`config.mk`:
```
export PLATFORM = sky130hd
export DESIGN_NAME = axi_lite_front
export DESIGN_NICKNAME = d
export VERILOG_FILES = /design/src/rtl/axi_lite_front.sv
export SDC_FILE = /design/constraint.sdc
export NUM_CORES = 1
export LEC_CHECK = 0
export BUFFER_PORTS_ARGS = -buffer_cell sky130_fd_sc_hd__buf_2
export CAP_MARGIN = 10
export CORE_MARGIN = 2
export CORE_UTILIZATION = 48
export CTS_BUF_LIST = sky130_fd_sc_hd__clkbuf_8
export DETAILED_ROUTE_END_ITERATION = 16
export PLACE_DENSITY = 0.79
export SETUP_SLACK_MARGIN = 0.2
export SYNTH_ARGS = -nofsm -noshare
export SYNTH_HDL_FRONTEND = slang
export SYNTH_SLANG_ARGS = --single-unit
```
`constraint.sdc`:
```
create_clock -name clk -period 2.45 [get_ports clk]
set_input_delay 0 -clock clk [delete_from_list [all_inputs] [get_ports clk]]
set_output_delay 0 -clock clk [all_outputs]
set_load 0.1 [all_outputs]
```
`src/rtl/axi_lite_front.sv`:
```
// AXI4-Lite slave front-end for prewrapped: serialises AXI transactions into the flat
// single-cycle write command / fixed-latency read capture interface.
module axi_lite_front #(
    parameter int          ADDR_W    = 32,
    parameter logic [31:0] IDLE_ADDR = 32'd0,
    parameter int          RD_LAT    = 2
) (
    input  logic              clk,
    input  logic              reset,
    input  logic              s_awvalid,
    output logic              s_awready,
    input  logic [ADDR_W-1:0] s_awaddr,
    input  logic              s_wvalid,
    output logic              s_wready,
    input  logic [31:0]       s_wdata,
    input  logic [3:0]        s_wstrb,
    output logic              s_bvalid,
    input  logic              s_bready,
    output logic [1:0]        s_bresp,
    input  logic              s_arvalid,
    output logic              s_arready,
    input  logic [ADDR_W-1:0] s_araddr,
    output logic              s_rvalid,
    input  logic              s_rready,
    output logic [31:0]       s_rdata,
    output logic [1:0]        s_rresp,
    output logic [31:0]       axi_wr_addr,
    output logic [31:0]       axi_wr_msg,
    output logic [31:0]       axi_rd_addr,
    input  logic [31:0]       axi_rd_msg
);

    typedef enum logic [2:0] {IDLE, WR_ISSUE, WR_RESP, RD_HOLD, RD_RESP} state_t;

    localparam logic [3:0] LAT_M1      = 4'(RD_LAT - 1);
    localparam logic [1:0] RESP_OKAY   = 2'b00;
    localparam logic [1:0] RESP_SLVERR = 2'b10;

    function automatic logic [31:0] word_of(input logic [ADDR_W-1:0] a);
        return 32'(a[ADDR_W-1:2]);
    endfunction

    state_t            state_q, state_d;
    logic              run_q;
    logic              aw_got_q, aw_got_d, w_got_q, w_got_d;
    logic              prio_rd_q, prio_rd_d;
    logic [3:0]        cnt_q, cnt_d;
    logic [31:0]       wr_addr_q, wr_addr_d, wr_msg_q, wr_msg_d;
    logic [31:0]       rd_addr_q, rd_addr_d, rdata_q, rdata_d;
    logic              bvalid_q, bvalid_d, rvalid_q, rvalid_d;
    logic [1:0]        bresp_q, bresp_d, rresp_q, rresp_d;
    logic [ADDR_W-1:0] awaddr_q;
    logic [31:0]       wdata_q;
    logic [3:0]        wstrb_q;

    logic              idle, ar_ok, ar_req, wr_complete, contention, grant_wr, grant_rd;
    logic [ADDR_W-1:0] cur_awaddr;
    logic [31:0]       cur_wdata;
    logic [3:0]        cur_wstrb;
    logic              wr_err, rd_err;

    // Handshake arbitration: a read may only start when no write beat is parked, and a
    // complete write racing a read is settled by the alternating priority flag.
    always_comb begin
        idle        = run_q && (state_q == IDLE);
        ar_ok       = idle && !aw_got_q && !w_got_q;
        ar_req      = ar_ok && s_arvalid;
        wr_complete = idle && (aw_got_q || s_awvalid) && (w_got_q || s_wvalid);
        contention  = wr_complete && ar_req;
        grant_wr    = wr_complete && !(ar_req && prio_rd_q);
        grant_rd    = ar_req && !(wr_complete && !prio_rd_q);
        s_awready   = idle && !aw_got_q && !grant_rd;
        s_wready    = idle && !w_got_q && !grant_rd;
        s_arready   = ar_ok && !(wr_complete && !prio_rd_q);
        cur_awaddr  = aw_got_q ? awaddr_q : s_awaddr;
        cur_wdata   = w_got_q ? wdata_q : s_wdata;
        cur_wstrb   = w_got_q ? wstrb_q : s_wstrb;
        wr_err      = (cur_wstrb != 4'hF) || (cur_awaddr[1:0] != 2'b00) ||
                      (word_of(cur_awaddr) == IDLE_ADDR);
        rd_err      = (s_araddr[1:0] != 2'b00) || (word_of(s_araddr) == IDLE_ADDR);
    end

    always_comb begin
        state_d   = state_q;
        aw_got_d  = aw_got_q;
        w_got_d   = w_got_q;
        prio_rd_d = prio_rd_q;
        cnt_d     = cnt_q;
        wr_addr_d = wr_addr_q;
        wr_msg_d  = wr_msg_q;
        rd_addr_d = rd_addr_q;
        rdata_d   = rdata_q;
        bvalid_d  = bvalid_q;
        bresp_d   = bresp_q;
        rvalid_d  = rvalid_q;
        rresp_d   = rresp_q;
        case (state_q)
            IDLE: begin
                if (contention) prio_rd_d = !prio_rd_q;
                if (grant_wr) begin
                    aw_got_d = 1'b0;
                    w_got_d  = 1'b0;
                    if (wr_err) begin
                        state_d  = WR_RESP;
                        bvalid_d = 1'b1;
                        bresp_d  = RESP_SLVERR;
                    end else begin
                        state_d   = WR_ISSUE;
                        wr_addr_d = word_of(cur_awaddr);
                        wr_msg_d  = cur_wdata;
                    end
                end else begin
                    aw_got_d = aw_got_q || (s_awvalid && s_awready);
                    w_got_d  = w_got_q || (s_wvalid && s_wready);
                    if (grant_rd) begin
                        if (rd_err) begin
                            state_d  = RD_RESP;
                            rvalid_d = 1'b1;
                            rresp_d  = RESP_SLVERR;
                            rdata_d  = 32'd0;
                        end else begin
                            state_d   = RD_HOLD;
                            rd_addr_d = word_of(s_araddr);
                            cnt_d     = LAT_M1;
                        end
                    end
                end
            end
            WR_ISSUE: begin
                wr_addr_d = IDLE_ADDR;
                wr_msg_d  = 32'd0;
                state_d   = WR_RESP;
                bvalid_d  = 1'b1;
                bresp_d   = RESP_OKAY;
            end
            WR_RESP: begin
                if (s_bready) begin
                    bvalid_d = 1'b0;
                    bresp_d  = RESP_OKAY;
                    state_d  = IDLE;
                end
            end
            RD_HOLD: begin
                if (cnt_q == 4'd0) begin
                    rdata_d   = axi_rd_msg;
                    rresp_d   = RESP_OKAY;
                    rvalid_d  = 1'b1;
                    rd_addr_d = IDLE_ADDR;
                    state_d   = RD_RESP;
                end else begin
                    cnt_d = cnt_q - 4'd1;
                end
            end
            RD_RESP: begin
                if (s_rready) begin
                    rvalid_d = 1'b0;
                    state_d  = IDLE;
                end
            end
            default: state_d = IDLE;
        endcase
    end

    // run_q holds every ready low while reset is asserted and for the release cycle.
    always_ff @(posedge clk or negedge reset) begin
        if (!reset) begin
            state_q   <= IDLE;
            run_q     <= 1'b0;
            aw_got_q  <= 1'b0;
            w_got_q   <= 1'b0;
            prio_rd_q <= 1'b0;
            cnt_q     <= 4'd0;
            wr_addr_q <= IDLE_ADDR;
            wr_msg_q  <= 32'd0;
            rd_addr_q <= IDLE_ADDR;
            rdata_q   <= 32'd0;
            bvalid_q  <= 1'b0;
            bresp_q   <= RESP_OKAY;
            rvalid_q  <= 1'b0;
            rresp_q   <= RESP_OKAY;
        end else begin
            state_q   <= state_d;
            run_q     <= 1'b1;
            aw_got_q  <= aw_got_d;
            w_got_q   <= w_got_d;
            prio_rd_q <= prio_rd_d;
            cnt_q     <= cnt_d;
            wr_addr_q <= wr_addr_d;
            wr_msg_q  <= wr_msg_d;
            rd_addr_q <= rd_addr_d;
            rdata_q   <= rdata_d;
            bvalid_q  <= bvalid_d;
            bresp_q   <= bresp_d;
            rvalid_q  <= rvalid_d;
            rresp_q   <= rresp_d;
        end
    end

    always_ff @(posedge clk) begin
        if (s_awvalid && s_awready) awaddr_q <= s_awaddr;
        if (s_wvalid && s_wready) begin
            wdata_q <= s_wdata;
            wstrb_q <= s_wstrb;
        end
    end

    assign s_bvalid    = bvalid_q;
    assign s_bresp     = bresp_q;
    assign s_rvalid    = rvalid_q;
    assign s_rdata     = rdata_q;
    assign s_rresp     = rresp_q;
    assign axi_wr_addr = wr_addr_q;
    assign axi_wr_msg  = wr_msg_q;
    assign axi_rd_addr = rd_addr_q;

endmodule

```
==> results.md <==
* Worst Max-Slew Pin Slew at between 0.5 and 0.6 ns
* Largest net degree at the start of global routing at 63
* Clk slew on worst S/H paths at ~0.060 ns
* Fin crit share at 89.8%
* TNS Setup at 0 ns
* Worst skew pair latency at between 0.5 and 0.6 ns
* CORE AREA at between 0.015 and 0.02 mm^2
* Synth warnings at 0
* Clock sinks at 207
* Final net count at 1,199
* Post-synthesis xor/xnor area fraction at less than 1%
* Clk_skew at 0.0318 ns
* Placed cell count at 1,105
* P_leak at approximately 6 nW
* RD Place Congestion at 0.858
* Design Area, Final at 0.0127 mm^2
* Mean Syn Cell Area at 14.0 um^2
* Final Max Tran Viols at 0
* Number of global-route vias before repair at 7,503
* Worst ir drop on vdd at 0.00129 V
* Period minus WS final at 2.20 ns
* Starting Density at 49.0%
* Most numerous cell in the Yosys netlist: dfrtp_1
* Crit-path max FO at 19
* Setup CP Type: reg2reg
* CTS tree: yes
* Final Hold Viols at 0
* Outcome: finished, final reports clean
* Routed Antenna Nets at 0
* Leading post-synthesis cells by instance count: 139 x dfrtp_1, 75 x nand2_1, 68 x edfxtp_1, 63 x mux2i_1, 60 x o2bb2ai_2
* Vias at 7,334
* Die X at between 100 and 150 um
* Port-buffer cells at between 200 and 300
* GR Overflow Total at 0
* Cell taking the most area after synthesis: dfrtp_1
* Top FF cell, synth: dfrtp_1
* Synthesized instance count at 629
* Via/cell ratio at 5.58
* Total of max-cap violations at 0
* Hold Crit Class: in2reg
* DPL Wire Length at 15.0 mm
* Max Clock Freq at 0.455 GHz
* Per-cell routed wire length at 19.8 um
* Slowest cell on crit path: a2111o_2
* Setup violators final at 0
* Final core utilization at a little over two thirds
* Area Growth Syn to Fin at 43.2%
* Post-synthesis compound-gate area fraction at 18.2%
* Placed inst area at around 0.010 mm^2
* Final Non-Filler Cells at roughly 1,300
* Synth Area in Adders at 0.283%
* Crit. End Element: flop
* Antenna violations before repair at 2
* Final Power at 15.0 mW
* PwrDens at 1180 mW/mm^2
* DRT Wirelength at 26.0 mm
* DRC errors left at 0
* Filler cells at 1,173
* H-tree depth at 2
* Sequential area share after synthesis at 62.5%
* Clk root buf: clkbuf_8
* Syn Std Cell Area at a little under 0.009 mm^2
* Post-Synth Simple-Gate Area at around 7.1%
* Io pins at 276
* # rows at 49
* Drt initial violations at 491
* First-pass GRT wire length at 40.7 mm
* GRT Overall Usage at 26.1%
* CP startpoint kind: flop
* Critical Path AT at 2.60 ns
* Slack of the worst reg-to-reg path at about 0.25 ns
* CP peak stage delay at 0.49 ns
* Ys async rst share at 67.1%
* Clock Path Buffers at 3
* Share of cells above drive strength 1 at 39.0%
* Cell Chain, Critical Path: buf_6, nand2_1, o21ai_0, and4_4, a2111o_2, buf_4, buf_16, o2bb2ai_2
* Synth Register Bits at 207
* Height of the die at 140 um
* Die area at 0.0195 mm^2
* Unique masters post-synth at 47
* First-pass DRT Iterations at 5
* Post-synth EDFFs at between 60 and 70
* Largest family of logic cells by synthesized area: compound AO/OA/AOI/OAI gates
* Yosys top cell area share at slightly below 40%
* Required @ worst endpoint at 2.85 ns
* Post-synthesis mux area share at 7.14%
* Rel. slew slack at between 60% and 70%
* Cts bufs inserted at 35
* RSZ-0062 raised after global routing: no
* Largest cells by area after synthesis: dfrtp_1 39%, edfxtp_1 23%, o2bb2ai_2 10%, mux2i_1 7.1%, a22o_1 3.3%
==> kinds of logic after synthesis <==
logic type | count (synthesis)
AOI/OAI and AO/OA | 162
xor gates and xnor gates | 2
adders and majority gates | 2
buffers and inverters | 54
DFF | 207
muxes | 63
other | 2
and+or+nand+nor | 137
==> stage by stage <==
stage          worst slack [ns]  hold WS [ns]
2_1_floorplan           -0.0593        -0.296
3_3_place_gp              0.242       -0.0621
3_5_place_dp              0.151       -0.0597
4_1_cts                   0.212        0.0342
5_1_grt                   0.218        0.0991
6_report                  0.250        0.0618
==> metal layers <==
metal / track usage, % / vias to the layer above / wire [um]
met1: 34.2 / 3599 / 10400
met3: 5.95 / 75 / 2130
met5: 0 / - / 0
li1: - / 3226 / -
met4: 10.9 / 0 / 1030
met2: 42.2 / 434 / 12500
==> worst max-delay path: cells and delay by family (launching register included) <==
family,cells,cell delay (ns)
simple gates,2,0.31
flops,1,0.46
compound gates,3,0.76
buf+inv,3,0.54
==> repair_timing <==
action / 4_1_cts / 5_1_grt
buffers inserted: 1 / 3
setup endpoints to repair: 60 / 94
cloned: 1 / 2
hold endpoints to repair: 343 / 0
hold buffers: 138 / 0
pin swaps: 1 / 2
resized for setup: 5 / 6
==> where the power goes <==
group	switching, mW	internal (mW)
sequential	0.535	4.33
combinational	5.58	1.67
clock	1.36	1.49
==> state kept, by name, summed over array words and instances, names as in the netlist, 3 cells and up <==
signal	flops
state_q	3
axi_wr_msg	32
s_rdata	32
wstrb_q	4
axi_rd_addr	30
awaddr_q	32
axi_wr_addr	30
cnt_q	4
wdata_q	32
==> cell type report <==
type                            count  area [um^2]  area share [%]
Antenna cell                        2         5.00          0.0396
Clock buffer                       40          551            4.35
Clock inverter                     22         93.8           0.742
Inverter                            6         22.5           0.178
Multi-Input combinational cell    374         3050            24.1
Sequential cell                   207         5520            43.7
Tap cell                          229          287            2.26
Timing Repair Buffer              434         3120            24.7
==> worst paths after layout <==
kind,endpoint,cells past startpoint,from
max,axi_wr_addr[17],8,aw_got_q
min,state_q[1],5,s_araddr[0]
max reg2reg,axi_wr_addr[17],8,aw_got_q
min reg2reg,s_rdata[8],1,s_rdata[8]
max in group asynchronous,axi_wr_msg[1],4,reset
min in group asynchronous,s_rdata[27],3,reset
==> layout by cell type, fill, tap and decap left out, types with 2 or more instances in the layout <==
cell / n
buf_2: 265
dfrtp_1: 137
dlygate4sd3_1: 137
nand2_1: 75
edfxtp_1: 68
mux2i_1: 63
o2bb2ai_2: 60
clkbuf_8: 40
o21ai_0: 38
a22o_1: 33
inv_1: 21
buf_4: 17
nor4_1: 16
nor2_1: 13
buf_12: 11
a21oi_1: 7
conb_1: 7
nand4_1: 5
o2bb2ai_1: 4
nor2_4: 3
and2_4: 3
or4_1: 3
nand3_1: 3
clkinv_1: 3
diode_2: 2
nor3_2: 2
nor3_1: 2
o211ai_1: 2
nor4_4: 2
nor3b_1: 2
o21ai_1: 2
o21a_1: 2
and2_1: 2
a31oi_1: 2
ha_1: 2
dfrtp_2: 2
clkinv_2: 2
buf_6: 2
Note: power is estimated with default switching activity, not from simulation.
